===== src/rtl/lw_sha_host_sequencer.sv =====
// lw_sha_host_sequencer: bus-initiator front end for the lightweight SHA register slave.
// Programs CFG, streams DIN words, issues CTL start/last/abort, polls STS, reads HASH.
module lw_sha_host_sequencer #(
  parameter int unsigned BUS_DATA_WIDTH = 32,
  parameter int unsigned DIGEST_WORDS   = 8,
  parameter int unsigned POLL_TIMEOUT   = 1024,
  parameter int unsigned POLL_GAP       = 4
) (
  input  logic                      clk_i,
  input  logic                      resetn_i,
  input  logic                      cmd_start_i,
  input  logic [3:0]                opcode_i,
  input  logic                      abort_i,
  input  logic                      msg_valid_i,
  input  logic [BUS_DATA_WIDTH-1:0] msg_data_i,
  input  logic                      msg_last_i,
  output logic                      msg_ready_o,
  output logic                      digest_valid_o,
  output logic [BUS_DATA_WIDTH-1:0] digest_word_o,
  output logic [3:0]                digest_idx_o,
  output logic                      busy_o,
  output logic                      done_o,
  output logic                      err_o,
  output logic [1:0]                err_code_o,
  output logic                      wr_o,
  output logic [11:0]               waddr_o,
  output logic [BUS_DATA_WIDTH-1:0] wdata_o,
  output logic [3:0]                wbyte_enable_o,
  input  logic                      wr_ack_i,
  output logic                      rd_o,
  output logic [11:0]               raddr_o,
  input  logic [BUS_DATA_WIDTH-1:0] rdata_i
);

  localparam logic [11:0] ADDR_CFG  = 12'h010;
  localparam logic [11:0] ADDR_CTL  = 12'h020;
  localparam logic [11:0] ADDR_STS  = 12'h030;
  localparam logic [11:0] ADDR_HASH = 12'h100;
  localparam logic [11:0] ADDR_DIN  = 12'h140;

  localparam int unsigned PCW = $clog2(POLL_TIMEOUT + 1);
  localparam logic [PCW-1:0] POLL_LIMIT = PCW'(POLL_TIMEOUT);
  localparam logic [7:0]     GAP_LOAD   = 8'(POLL_GAP);
  localparam logic [3:0]     IDX_LAST   = 4'(DIGEST_WORDS - 1);

  typedef enum logic [3:0] {
    ST_IDLE, ST_CFG, ST_START, ST_DATA, ST_LAST, ST_POLL_GAP,
    ST_POLL_RD, ST_POLL_CHK, ST_HASH_RD, ST_HASH_CAP, ST_ERR
  } state_e;

  state_e          state_q, state_d;
  logic [3:0]      opcode_q, opcode_d;
  logic [1:0]      err_code_q, err_code_d;
  logic [PCW-1:0]  poll_cnt_q, poll_cnt_d, poll_inc;
  logic [7:0]      gap_cnt_q, gap_cnt_d;
  logic [3:0]      idx_q, idx_d;
  logic            abort_act;

  // abort only takes effect while a job is running and not already unwinding
  assign abort_act = abort_i && (state_q != ST_IDLE) && (state_q != ST_ERR);

  // state and job-context registers
  always_ff @(posedge clk_i or negedge resetn_i) begin
    if (!resetn_i) begin
      state_q    <= ST_IDLE;
      opcode_q   <= '0;
      err_code_q <= '0;
      poll_cnt_q <= '0;
      gap_cnt_q  <= '0;
      idx_q      <= '0;
    end else begin
      state_q    <= state_d;
      opcode_q   <= opcode_d;
      err_code_q <= err_code_d;
      poll_cnt_q <= poll_cnt_d;
      gap_cnt_q  <= gap_cnt_d;
      idx_q      <= idx_d;
    end
  end

  // next-state and counter updates
  always_comb begin
    state_d    = state_q;
    opcode_d   = opcode_q;
    err_code_d = err_code_q;
    poll_cnt_d = poll_cnt_q;
    gap_cnt_d  = gap_cnt_q;
    idx_d      = idx_q;
    poll_inc   = (poll_cnt_q == POLL_LIMIT) ? poll_cnt_q : poll_cnt_q + 1'b1;
    if (abort_act) begin
      state_d    = ST_ERR;
      err_code_d = 2'b11;
    end else begin
      unique case (state_q)
        ST_IDLE: begin
          if (cmd_start_i) begin
            opcode_d   = opcode_i;
            err_code_d = '0;
            state_d    = ST_CFG;
          end
        end
        ST_CFG:   state_d = ST_START;
        ST_START: state_d = ST_DATA;
        ST_DATA: begin
          if (msg_valid_i && wr_ack_i && msg_last_i) state_d = ST_LAST;
        end
        ST_LAST: begin
          poll_cnt_d = '0;
          gap_cnt_d  = GAP_LOAD;
          state_d    = ST_POLL_GAP;
        end
        ST_POLL_GAP: begin
          if (gap_cnt_q == '0) state_d = ST_POLL_RD;
          else                 gap_cnt_d = gap_cnt_q - 1'b1;
        end
        ST_POLL_RD: state_d = ST_POLL_CHK;
        ST_POLL_CHK: begin
          if (rdata_i[4]) begin
            err_code_d = 2'b01;
            state_d    = ST_ERR;
          end else if (rdata_i[0]) begin
            idx_d   = '0;
            state_d = ST_HASH_RD;
          end else begin
            poll_cnt_d = poll_inc;
            if (poll_inc == POLL_LIMIT) begin
              err_code_d = 2'b10;
              state_d    = ST_ERR;
            end else begin
              gap_cnt_d = GAP_LOAD;
              state_d   = ST_POLL_GAP;
            end
          end
        end
        ST_HASH_RD: state_d = ST_HASH_CAP;
        ST_HASH_CAP: begin
          if (idx_q == IDX_LAST) state_d = ST_IDLE;
          else begin
            idx_d   = idx_q + 1'b1;
            state_d = ST_HASH_RD;
          end
        end
        ST_ERR:  state_d = ST_IDLE;
        default: state_d = ST_IDLE;
      endcase
    end
  end

  // bus strobes and host-side outputs, all decoded from the current state
  always_comb begin
    msg_ready_o    = 1'b0;
    digest_valid_o = 1'b0;
    digest_word_o  = '0;
    digest_idx_o   = '0;
    done_o         = 1'b0;
    err_o          = 1'b0;
    wr_o           = 1'b0;
    waddr_o        = '0;
    wdata_o        = '0;
    rd_o           = 1'b0;
    raddr_o        = '0;
    busy_o         = (state_q != ST_IDLE);
    err_code_o     = err_code_q;
    if (!abort_act) begin
      unique case (state_q)
        ST_CFG: begin
          wr_o         = 1'b1;
          waddr_o      = ADDR_CFG;
          wdata_o[3:0] = opcode_q;
        end
        ST_START: begin
          wr_o       = 1'b1;
          waddr_o    = ADDR_CTL;
          wdata_o[0] = 1'b1;
        end
        ST_DATA: begin
          msg_ready_o = msg_valid_i && wr_ack_i;
          if (msg_valid_i && wr_ack_i) begin
            wr_o    = 1'b1;
            waddr_o = ADDR_DIN;
            wdata_o = msg_data_i;
          end
        end
        ST_LAST: begin
          wr_o       = 1'b1;
          waddr_o    = ADDR_CTL;
          wdata_o[1] = 1'b1;
        end
        ST_POLL_RD: begin
          rd_o    = 1'b1;
          raddr_o = ADDR_STS;
        end
        ST_HASH_RD: begin
          rd_o    = 1'b1;
          raddr_o = ADDR_HASH + {6'd0, idx_q, 2'b00};
        end
        ST_HASH_CAP: begin
          digest_valid_o = 1'b1;
          digest_word_o  = rdata_i;
          digest_idx_o   = idx_q;
          done_o         = (idx_q == IDX_LAST);
        end
        ST_ERR: begin
          err_o      = 1'b1;
          wr_o       = 1'b1;
          waddr_o    = ADDR_CTL;
          wdata_o[2] = 1'b1;
        end
        default: ;
      endcase
    end
    wbyte_enable_o = wr_o ? 4'hF : 4'h0;
  end

endmodule


===== config.mk =====
export PLATFORM = sky130hd
export DESIGN_NAME = lw_sha_host_sequencer
export DESIGN_NICKNAME = d
export VERILOG_FILES = /design/src/rtl/lw_sha_host_sequencer.sv
export SDC_FILE = /design/constraint.sdc
export NUM_CORES = 1
export LEC_CHECK = 0
export ABC_AREA = 1
export CAP_MARGIN = 10
export CORE_MARGIN = 1
export CORE_UTILIZATION = 35
export CTS_CLUSTER_DIAMETER = 80
export CTS_CLUSTER_SIZE = 40
export DETAILED_ROUTE_END_ITERATION = 10
export PLACE_DENSITY_LB_ADDON = 0.12
export SYNTH_ARGS = -nofsm -noshare
export SYNTH_HDL_FRONTEND = slang
export SYNTH_SLANG_ARGS = --single-unit
export TNS_END_PERCENT = 20

===== constraint.sdc =====
create_clock -name clk_i -period 1.78 [get_ports clk_i]
set_clock_uncertainty 0.05 [all_clocks]
set_input_delay 0.178 -clock clk_i [delete_from_list [all_inputs] [get_ports clk_i]]
set_output_delay 0.178 -clock clk_i [all_outputs]
set_load 0.02 [all_outputs]

# Yosys cells after proc, flatten, opt, wreduce, memory -nomap -nowiden
# Cells that the tools add are included.
# classes
n_addsub	4
bitwise_logic	1
eq_ne	25
n_reduce_logical	20
mux	58
# ops
op	n
32-bit two-way mux	4
4-bit two-way mux	14
4-bit case mux with 10 select lines	1
11-bit two-way mux	3
8-bit two-way mux	4
28-bit two-way mux	1
9-bit case mux with 3 select lines	1
8-bit case mux with 3 select lines	1
11-bit == test (second input constant)	2
11-bit case mux with 2 select lines	1
4-bit by 3-bit == test with 1-bit output (second input constant)	5
10-bit case mux with 2 select lines	1
9-bit two-way mux	2
4-bit == test (second input constant)	3
1-bit two-way mux	12
2-bit != test (second input constant)	6
4-bit != test (second input constant)	3
11-bit by 1-bit adder with 11-bit output (second input constant)	1
9-bit by 6-bit adder with 10-bit output (first input constant)	1
10-bit two-way mux	1
2-bit two-way mux	5
3-bit != test (second input constant)	3
1-bit case mux with 3 select lines	3
4-bit by 2-bit == test with 1-bit output (second input constant)	2
20 further kinds	28
# totals
regBits	33
wordCells	114
output_inout_bits	105
input_bits	75

# Depth between registers and ports, before layout
# Gate-level depths: netlist (run 1).
# logic_depth
ltp_word	8
depth_mapped	15

# Least setup slack after synthesis (run 1)
# OpenSTA, ideal clock, no wires.
# synth_timing
path_kind	register to output
start	register state_q[1]
end	output port wbyte_enable_o[0]
required_ps	1552
path_stages_with_launch	13
setup_slack_ps	-486
arrival_ps	2038
path_buffers	3
path_cell_list	dfrtp_1 nor2_2 inv_2 nor2_4 inv_2 nand3_2 inv_2 nor2_2 inv_2 buf_2 buf_6 nand3_1 buf_4
# synth_via
elab_chain_len	5
word_cells_on_any_way	13
classes_between	eq/ne (6); mux (3); reduce/logical (4)
# synth_lines
element	line	source
start, declared	51	state_e state_q, state_d;
start signal, assigned	72	state_q <= state_d;
4-bit nonzero test	-	
via busy_o	21	output logic busy_o,
1-bit logical AND (2 in a row)	60	assign abort_act = abort_i && (state_q != ST_IDLE) && (state_q != ST_ERR);
1-bit two-way mux	164	if (!abort_act) begin
via wr_o	25	output logic wr_o,
4-bit two-way mux	212	wbyte_enable_o = wr_o ? 4'hF : 4'h0;
end, declared	28	output logic [3:0] wbyte_enable_o,
# The timed path passes the listed nets, and every way through them passes these cells.

# Final worst setup path (run 1)
# layout_timing
start	register state_q[2]
end	output port wdata_o[27]
# layout_via
elab_chain_len	4
word_cells_on_any_way	7
classes_between	eq/ne (2); mux (2); reduce/logical (3)
# layout_lines
element	line	source
4-bit nonzero test	60	
1-bit logical AND (2 in a row)	60	
32-bit two-way mux *	164	
end, declared	27	output logic [BUS_DATA_WIDTH-1:0] wdata_o,
# Every way passes the cells marked *; elsewhere a longest branch is shown, timed or not.

==> results of run 1 <==
==> registers in the layout (all words and copies together) (netlist names) <==
name and flops:
opcode_q 4, state_q 4, err_code_o 2, idx_q 4, gap_cnt_q 8, poll_cnt_q 11
==> per-layer routing <==
layer	vias up	routed length, um	GRT usage [%]	share of wire [%]
met2	107	5420	36.3	50
li1	1976	-	-	-
met5	-	0	0	0
met3	16	581	3.44	5.4
met4	0	171	4.66	1.6
met1	1736	4570	27.8	43
==> path summary, 6_finish.rpt <==
kind                                     from             end
worst max-delay path               state_q[2]     wdata_o[27]
worst min-delay path                 resetn_i  poll_cnt_q[10]
worst max register to register     state_q[2]        idx_q[2]
worst min register to register  err_code_o[0]   err_code_o[0]
max in group asynchronous            resetn_i      state_q[1]
min in group clk_i              err_code_o[0]   err_code_o[0]
==> metrics by stage <==
stage                     std cells  total power (uW)
after floorplan                 514              3930
after global placement          833              5790
after detailed placement        833              5880
after CTS                       843              6590
after global routing            853              7620
final                           853              7060
==> power groups by stage <==
stage	clock (uW)	sequential, uW	combinational (uW)
6_report	571	1330	5170
5_1_grt	620	1370	5630
4_1_cts	593	1290	4700
3_5_place_dp	0	1300	4570
3_3_place_gp	0	1290	4500
2_1_floorplan	0	1320	2610
==> placed cells by master (no fill, tap or decap), types with 14 or more instances in the layout <==
cell and n:
buf_4 159, buf_6 17, clkdlybuf4s50_1 76, conb_1 15, dfrtp_1 31, inv_1 65
inv_2 19, nand2_1 97, nand2_2 14, nand3_1 17, nor2_1 80, nor2_2 27
nor2_4 17
==> logic make-up after synthesis <==
kind of cell | after synthesis | share of synthesized area [%]
xor gates and xnor gates | 10 | 3.04
buffers and inverters | 124 | 18.4
adders and majority gates | 5 | 2.00
other | 1 | 0.120
muxes | 4 | 1.44
AOI/OAI and AO/OA | 45 | 9.25
and+or+nand+nor | 278 | 39.3
DFF | 33 | 26.4
==> cell type report <==
type / count / area [um^2]
well taps: 108 / 135
clock buffers: 5 / 68.8
flip-flops and latches: 33 / 828
multi-input cells: 357 / 2120
inverters: 90 / 358
fillers: 767 / 2950
clock inverters: 3 / 17.5
repair buffers: 257 / 2210
==> repair_timing <==
action                                  4_1_cts  5_1_grt
endpoints found under the setup margin      117      117
pin swaps                                     5       14
resized for setup                           462       85
cloned                                        0        0
setup buffers                                 2       10
==> critical path, stage by stage, from the launching register on <==
cell and delay [ps]:
dfrtp_1 440, nor2_2 180, inv_2 80, nor2_4 130, inv_4 60, nand3_4 120, inv_4 70, nor2_4 170
inv_8 110, nor2_1 110, buf_4 150
==> flow_metrics.env, run 1 <==
export IMPL_synth_main_ff_cell="dfrtp_1"
export IMPL_status="finished, violations left"
export IMPL_drt_iter0_drc=148
export IMPL_yosysTopAreaCellShare_pct=26.4
export IMPL_dp_hpwl_mm=8.28
export IMPL_p_int_uw=3710
export IMPL_vias=3835
export IMPL_layout_nets=824
export IMPL_synth_seq_cells=33
export IMPL_fin_crit_ps=2130
export IMPL_path_max_fanout=29
export IMPL_powerDensity_mw_per_mm2=1230
export IMPL_irDropWorstVdd_mv=0.626
export IMPL_clk_pin_slew_ps=80
export IMPL_drtPass1Iterations=4
export IMPL_path_class="register to output pin"
export IMPL_post_drt_wl_per_cell_um=12.6
export IMPL_async_reset_ff_share_pct=100
export IMPL_finalSetupViolCount=112
export IMPL_cts_max_level=2
export IMPL_final_util_pct=66.0
export IMPL_overflow=0
export IMPL_grt_pass1_vias=3361
export IMPL_grt_max_degree=35
export IMPL_yosysMostFrequentCell="nor2_1"
export IMPL_netlist_area_mm2=0.00312
export IMPL_cp_data_required_time_ps=1550
export IMPL_p_sw_uw=3350
export IMPL_fin_area_mm2=0.00573
export IMPL_rrSetupSlack_ps=-340
export IMPL_whs_ps=244
export IMPL_port_buffers=164
export IMPL_cellLeakagePower_uw=0.00291
export IMPL_fmax_mhz=469
export IMPL_seq_power_share_pct=18.8
export IMPL_ys_types=43
export IMPL_core_area_mm2=0.00868
export IMPL_violations="negative setup slack"
export IMPL_combPwrFrac_pct=73.1
export IMPL_floorplan_initialDensity_pct=36.0
export IMPL_setup_slack_ps=-351
export IMPL_pwr_share_clk_pct=8.1
export IMPL_ys_top_cells_by_count="nor2_1, nand2_1, inv_1, dfrtp_1, nand3_1"
export IMPL_hp_class="input port to async pin"
export IMPL_clk_insertion_delay_late_ps=290
export IMPL_cp_end_kind="output pin"
export IMPL_track_usage_pct=21.1
export IMPL_grt_first_pass_wirelength_mm=15.5
export IMPL_die_x_um=96.5
export IMPL_die_h_um=96.5
export IMPL_viasPerCell=4.50
export IMPL_remaining_drc_errors=0
export IMPL_rows=34
export IMPL_synth_edff_count=0
export IMPL_avgSynthCellArea_um2=6.25
export IMPL_yosysSeqAreaShare_pct=26.4
export IMPL_area_growth_pct=83.5
export IMPL_antenna_found_initial=0
export IMPL_max_cap_violations=0
export IMPL_cts_buffers=5
export IMPL_arrival_ps=1900
export IMPL_cts_tree="built"
export IMPL_setup_tns_ps=-29360
export IMPL_place_gp_congestion=0.902
export IMPL_die_area_mm2=0.00931
export IMPL_drive_above_1_share_pct=43.1
export IMPL_syn_inst=500
export IMPL_yosys_area_top_type="dfrtp_1"
export IMPL_ctsHoldBuffers=0
export IMPL_hold_viol=0
export IMPL_clk_path_buf_depth=2
export IMPL_ant_nets=0
export IMPL_reg2reg_depth=14
export IMPL_fin_crit_sh_pct=120
export IMPL_antennaDiodeCount=0
export IMPL_root_buffer="clkbuf_8"
export IMPL_io_pins=180
export IMPL_synth_area_leaders="dfrtp_1, nor2_1, nand2_1"
export IMPL_dpl_worst_slack_ps=-563
export IMPL_routed_wl_mm=10.7
export IMPL_rsz0062_at_grt="yes"
export IMPL_p_sw_share_pct=47.5
export IMPL_yosysWarningCount=0
export IMPL_dpl_cell_area_mm2=0.00540
export IMPL_slew_violations=0
export IMPL_clock_sinks=33
export IMPL_cp_start_kind="register"
No activity file was read; power rests on OpenSTA's default activity.
==> run 2, diff against run 1 <==
- HOLD_SLACK_MARGIN: default -> 0.15
- clock period: 1.78 -> 1.93 ns (I/O delays scaled with it)
==> run 2 against run 1 <==
The run still ends with negative setup slack left. Via count is 2.4% higher. Routed wire length is 5.8% higher. Clock power is 6.8% lower. Combinational power is 6.8% lower. Count of clock-buffer cells in the layout stayed put. Sequential power is 5% lower. Worst setup slack better by 170 ps. Utilization is 3.4 points higher. Sequential cell count stayed put. Final cell count is 1.9% lower. Largest cell class is now multi-input combinational cells. Highest routed layer unchanged.
==> flow_metrics.env, run 2 (synthesis results as in run 1) <==
export IMPL_remaining_drc_errors=0
export IMPL_cp_start_kind="register"
export IMPL_dpl_worst_slack_ps=-461
export IMPL_slowest_stage="dfrtp_1"
export IMPL_clock_sinks=33
export IMPL_drive_above_1_share_pct=47.1
export IMPL_setup_slack_ps=-177
export IMPL_cts_buffers=5
export IMPL_place_gp_congestion=1.02
export IMPL_port_buffers=164
export IMPL_cp_end_kind="output pin"
export IMPL_cts_tree="built"
export IMPL_root_buffer="clkbuf_8"
export IMPL_floorplan_initialDensity_pct=36.0
export IMPL_layout_common_cells="nand2_1, buf_4, clkdlybuf4s50_1"
export IMPL_drtPass1Iterations=4
export IMPL_io_pins=180
export IMPL_seq_area_um2=827
export IMPL_fin_crit_ps=2110
export IMPL_antennaDiodeCount=0
export IMPL_violations="negative setup slack"
export IMPL_fin_crit_sh_pct=109
export IMPL_grt_max_degree=34
export IMPL_die_area_mm2=0.00931
export IMPL_overflow=0
export IMPL_setup_worst_path_start="state_q[2]"
export IMPL_cellLeakagePower_uw=0.00289
export IMPL_finalSetupViolCount=97
export IMPL_crit_family="simple AND/OR/NAND/NOR gates"
export IMPL_path_max_fanout=15
export IMPL_setup_tns_ps=-9230
export IMPL_die_h_um=96.5
export IMPL_path_class="register to output pin"
export IMPL_timing_rr_start="state_q[2]"
export IMPL_area_growth_pct=93.0
export IMPL_post_drt_wl_per_cell_um=13.6
export IMPL_rsz0062_at_grt="yes"
export IMPL_arrival_ps=1860
export IMPL_clk_insertion_delay_late_ps=300
export IMPL_fillers=702
export IMPL_regMostFlops="poll_cnt_q"
export IMPL_drt_iter0_drc=127
export IMPL_crit_chain="nor2_2 > inv_2 > nor2_2 > inv_2 > nor2_4 > inv_2 > nor2_4 > buf_6 > inv_12 > nor2_4 > buf_6"
export IMPL_grt_pass1_vias=3571
export IMPL_layout_commonest_cell="nand2_1"
export IMPL_vias=3927
export IMPL_irDropWorstVdd_mv=0.446
export IMPL_ant_nets=0
export IMPL_powerDensity_mw_per_mm2=1100
export IMPL_grt_first_pass_wirelength_mm=16.3
export IMPL_multi_input_area_mm2=0.00234
export IMPL_critical_path_max_stage_delay_ps=420
export IMPL_path_buf_inv=6
export IMPL_hp_class="input port to async pin"
export IMPL_viasPerCell=4.69
export IMPL_clk_pin_slew_ps=70
export IMPL_core_area_mm2=0.00868
export IMPL_reg_top3="poll_cnt_q x11, gap_cnt_q x8"
export IMPL_fmax_mhz=475
export IMPL_hold_viol=0
export IMPL_largest_register_ffs=11
export IMPL_cp_data_required_time_ps=1690
export IMPL_die_x_um=96.5
export IMPL_status="finished, violations left"
export IMPL_cts_max_level=2
export IMPL_whs_ps=243
export IMPL_rows=34
export IMPL_routed_wl_mm=11.4
export IMPL_slew_violations=0
export IMPL_max_cap_violations=0
export IMPL_antenna_found_initial=0
export IMPL_layout_nets=808
export IMPL_dp_hpwl_mm=8.33
export IMPL_clk_path_buf_depth=2
export IMPL_track_usage_pct=22.5
==> run 2: layer usage <==
layer	vias to the layer above	track usage (%)	share of wire, %
met1	1808	25.5	38
li1	1941	-	-
met3	25	3.83	6.9
met2	153	42.3	53
met4	0	7.23	3.0
met5	-	0	0
==> run 2: final timing paths <==
check | to | slack, ps | cells past startpoint
worst max-delay path | wdata_o[12] | -180 | 11
worst min-delay path | idx_q[0] | 240 | 2
worst max register to register | err_code_o[1] | -100 | 14
worst min register to register | err_code_o[0] | 430 | 2
max in group asynchronous | poll_cnt_q[2] | 1230 | 2
min in group clk_i | err_code_o[0] | 430 | 2
==> run 2: power breakdown <==
part | leakage [uW] | internal (uW) | switching (uW)
Clock | 0.0000439 | 249 | 283
Sequential | 0.000405 | 964 | 297
Combinational | 0.00244 | 2170 | 2640
Total | 0.00289 | 3390 | 3220
==> run 2: worst register-to-register path, stage by stage (launching register included) <==
cell and delay, ps:
dfrtp_1 420, nor2_2 220, nand2_1 140, nand3_4 120
inv_4 50, buf_6 140, buf_4 140, nor2_4 120
nand2_2 100, inv_2 70, nand2_1 70, nand2_1 90
inv_2 50, nand4_1 90, nand2_1 60
==> run 2: layout make-up <==
type / count / area share [%]
repair buffers: 239 / 37.6
flip-flops and latches: 33 / 13.7
multi-input cells: 358 / 38.9
repair inverters: 1 / 0.187
well taps: 108 / 2.24
clock inverters: 3 / 0.291
clock buffers: 5 / 1.14
inverters: 90 / 5.92
==> run 2: metrics by stage <==
| stage | total power (uW) | instances | utilization, % | instance area, um^2 |
|---|---|---|---|---|
| final | 6610 | 837 | 69.5 | 6030 |
| after global routing | 7100 | 837 | 69.5 | 6030 |
| after CTS | 6020 | 827 | 63.7 | 5520 |
| after detailed placement | 5220 | 814 | 60.5 | 5250 |
| after global placement | 5140 | 814 | 60.5 | 5250 |
| after floorplan | 3610 | 514 | - | 3260 |
==> run 2: timing repair <==
item / CTS / global route
setup buffers: 4 / 10
setup endpoints to repair: 115 / 115
hold buffers: 0 / 0
pin swaps: 5 / 28
resized for setup: 520 / 125
gates cloned: 1 / 1
==> run 3, diff against run 2 <==
- SLEW_MARGIN: default -> 20
==> results of run 3 <==
Same layout as run 2: the final DEF is identical, and so are final timing and power.
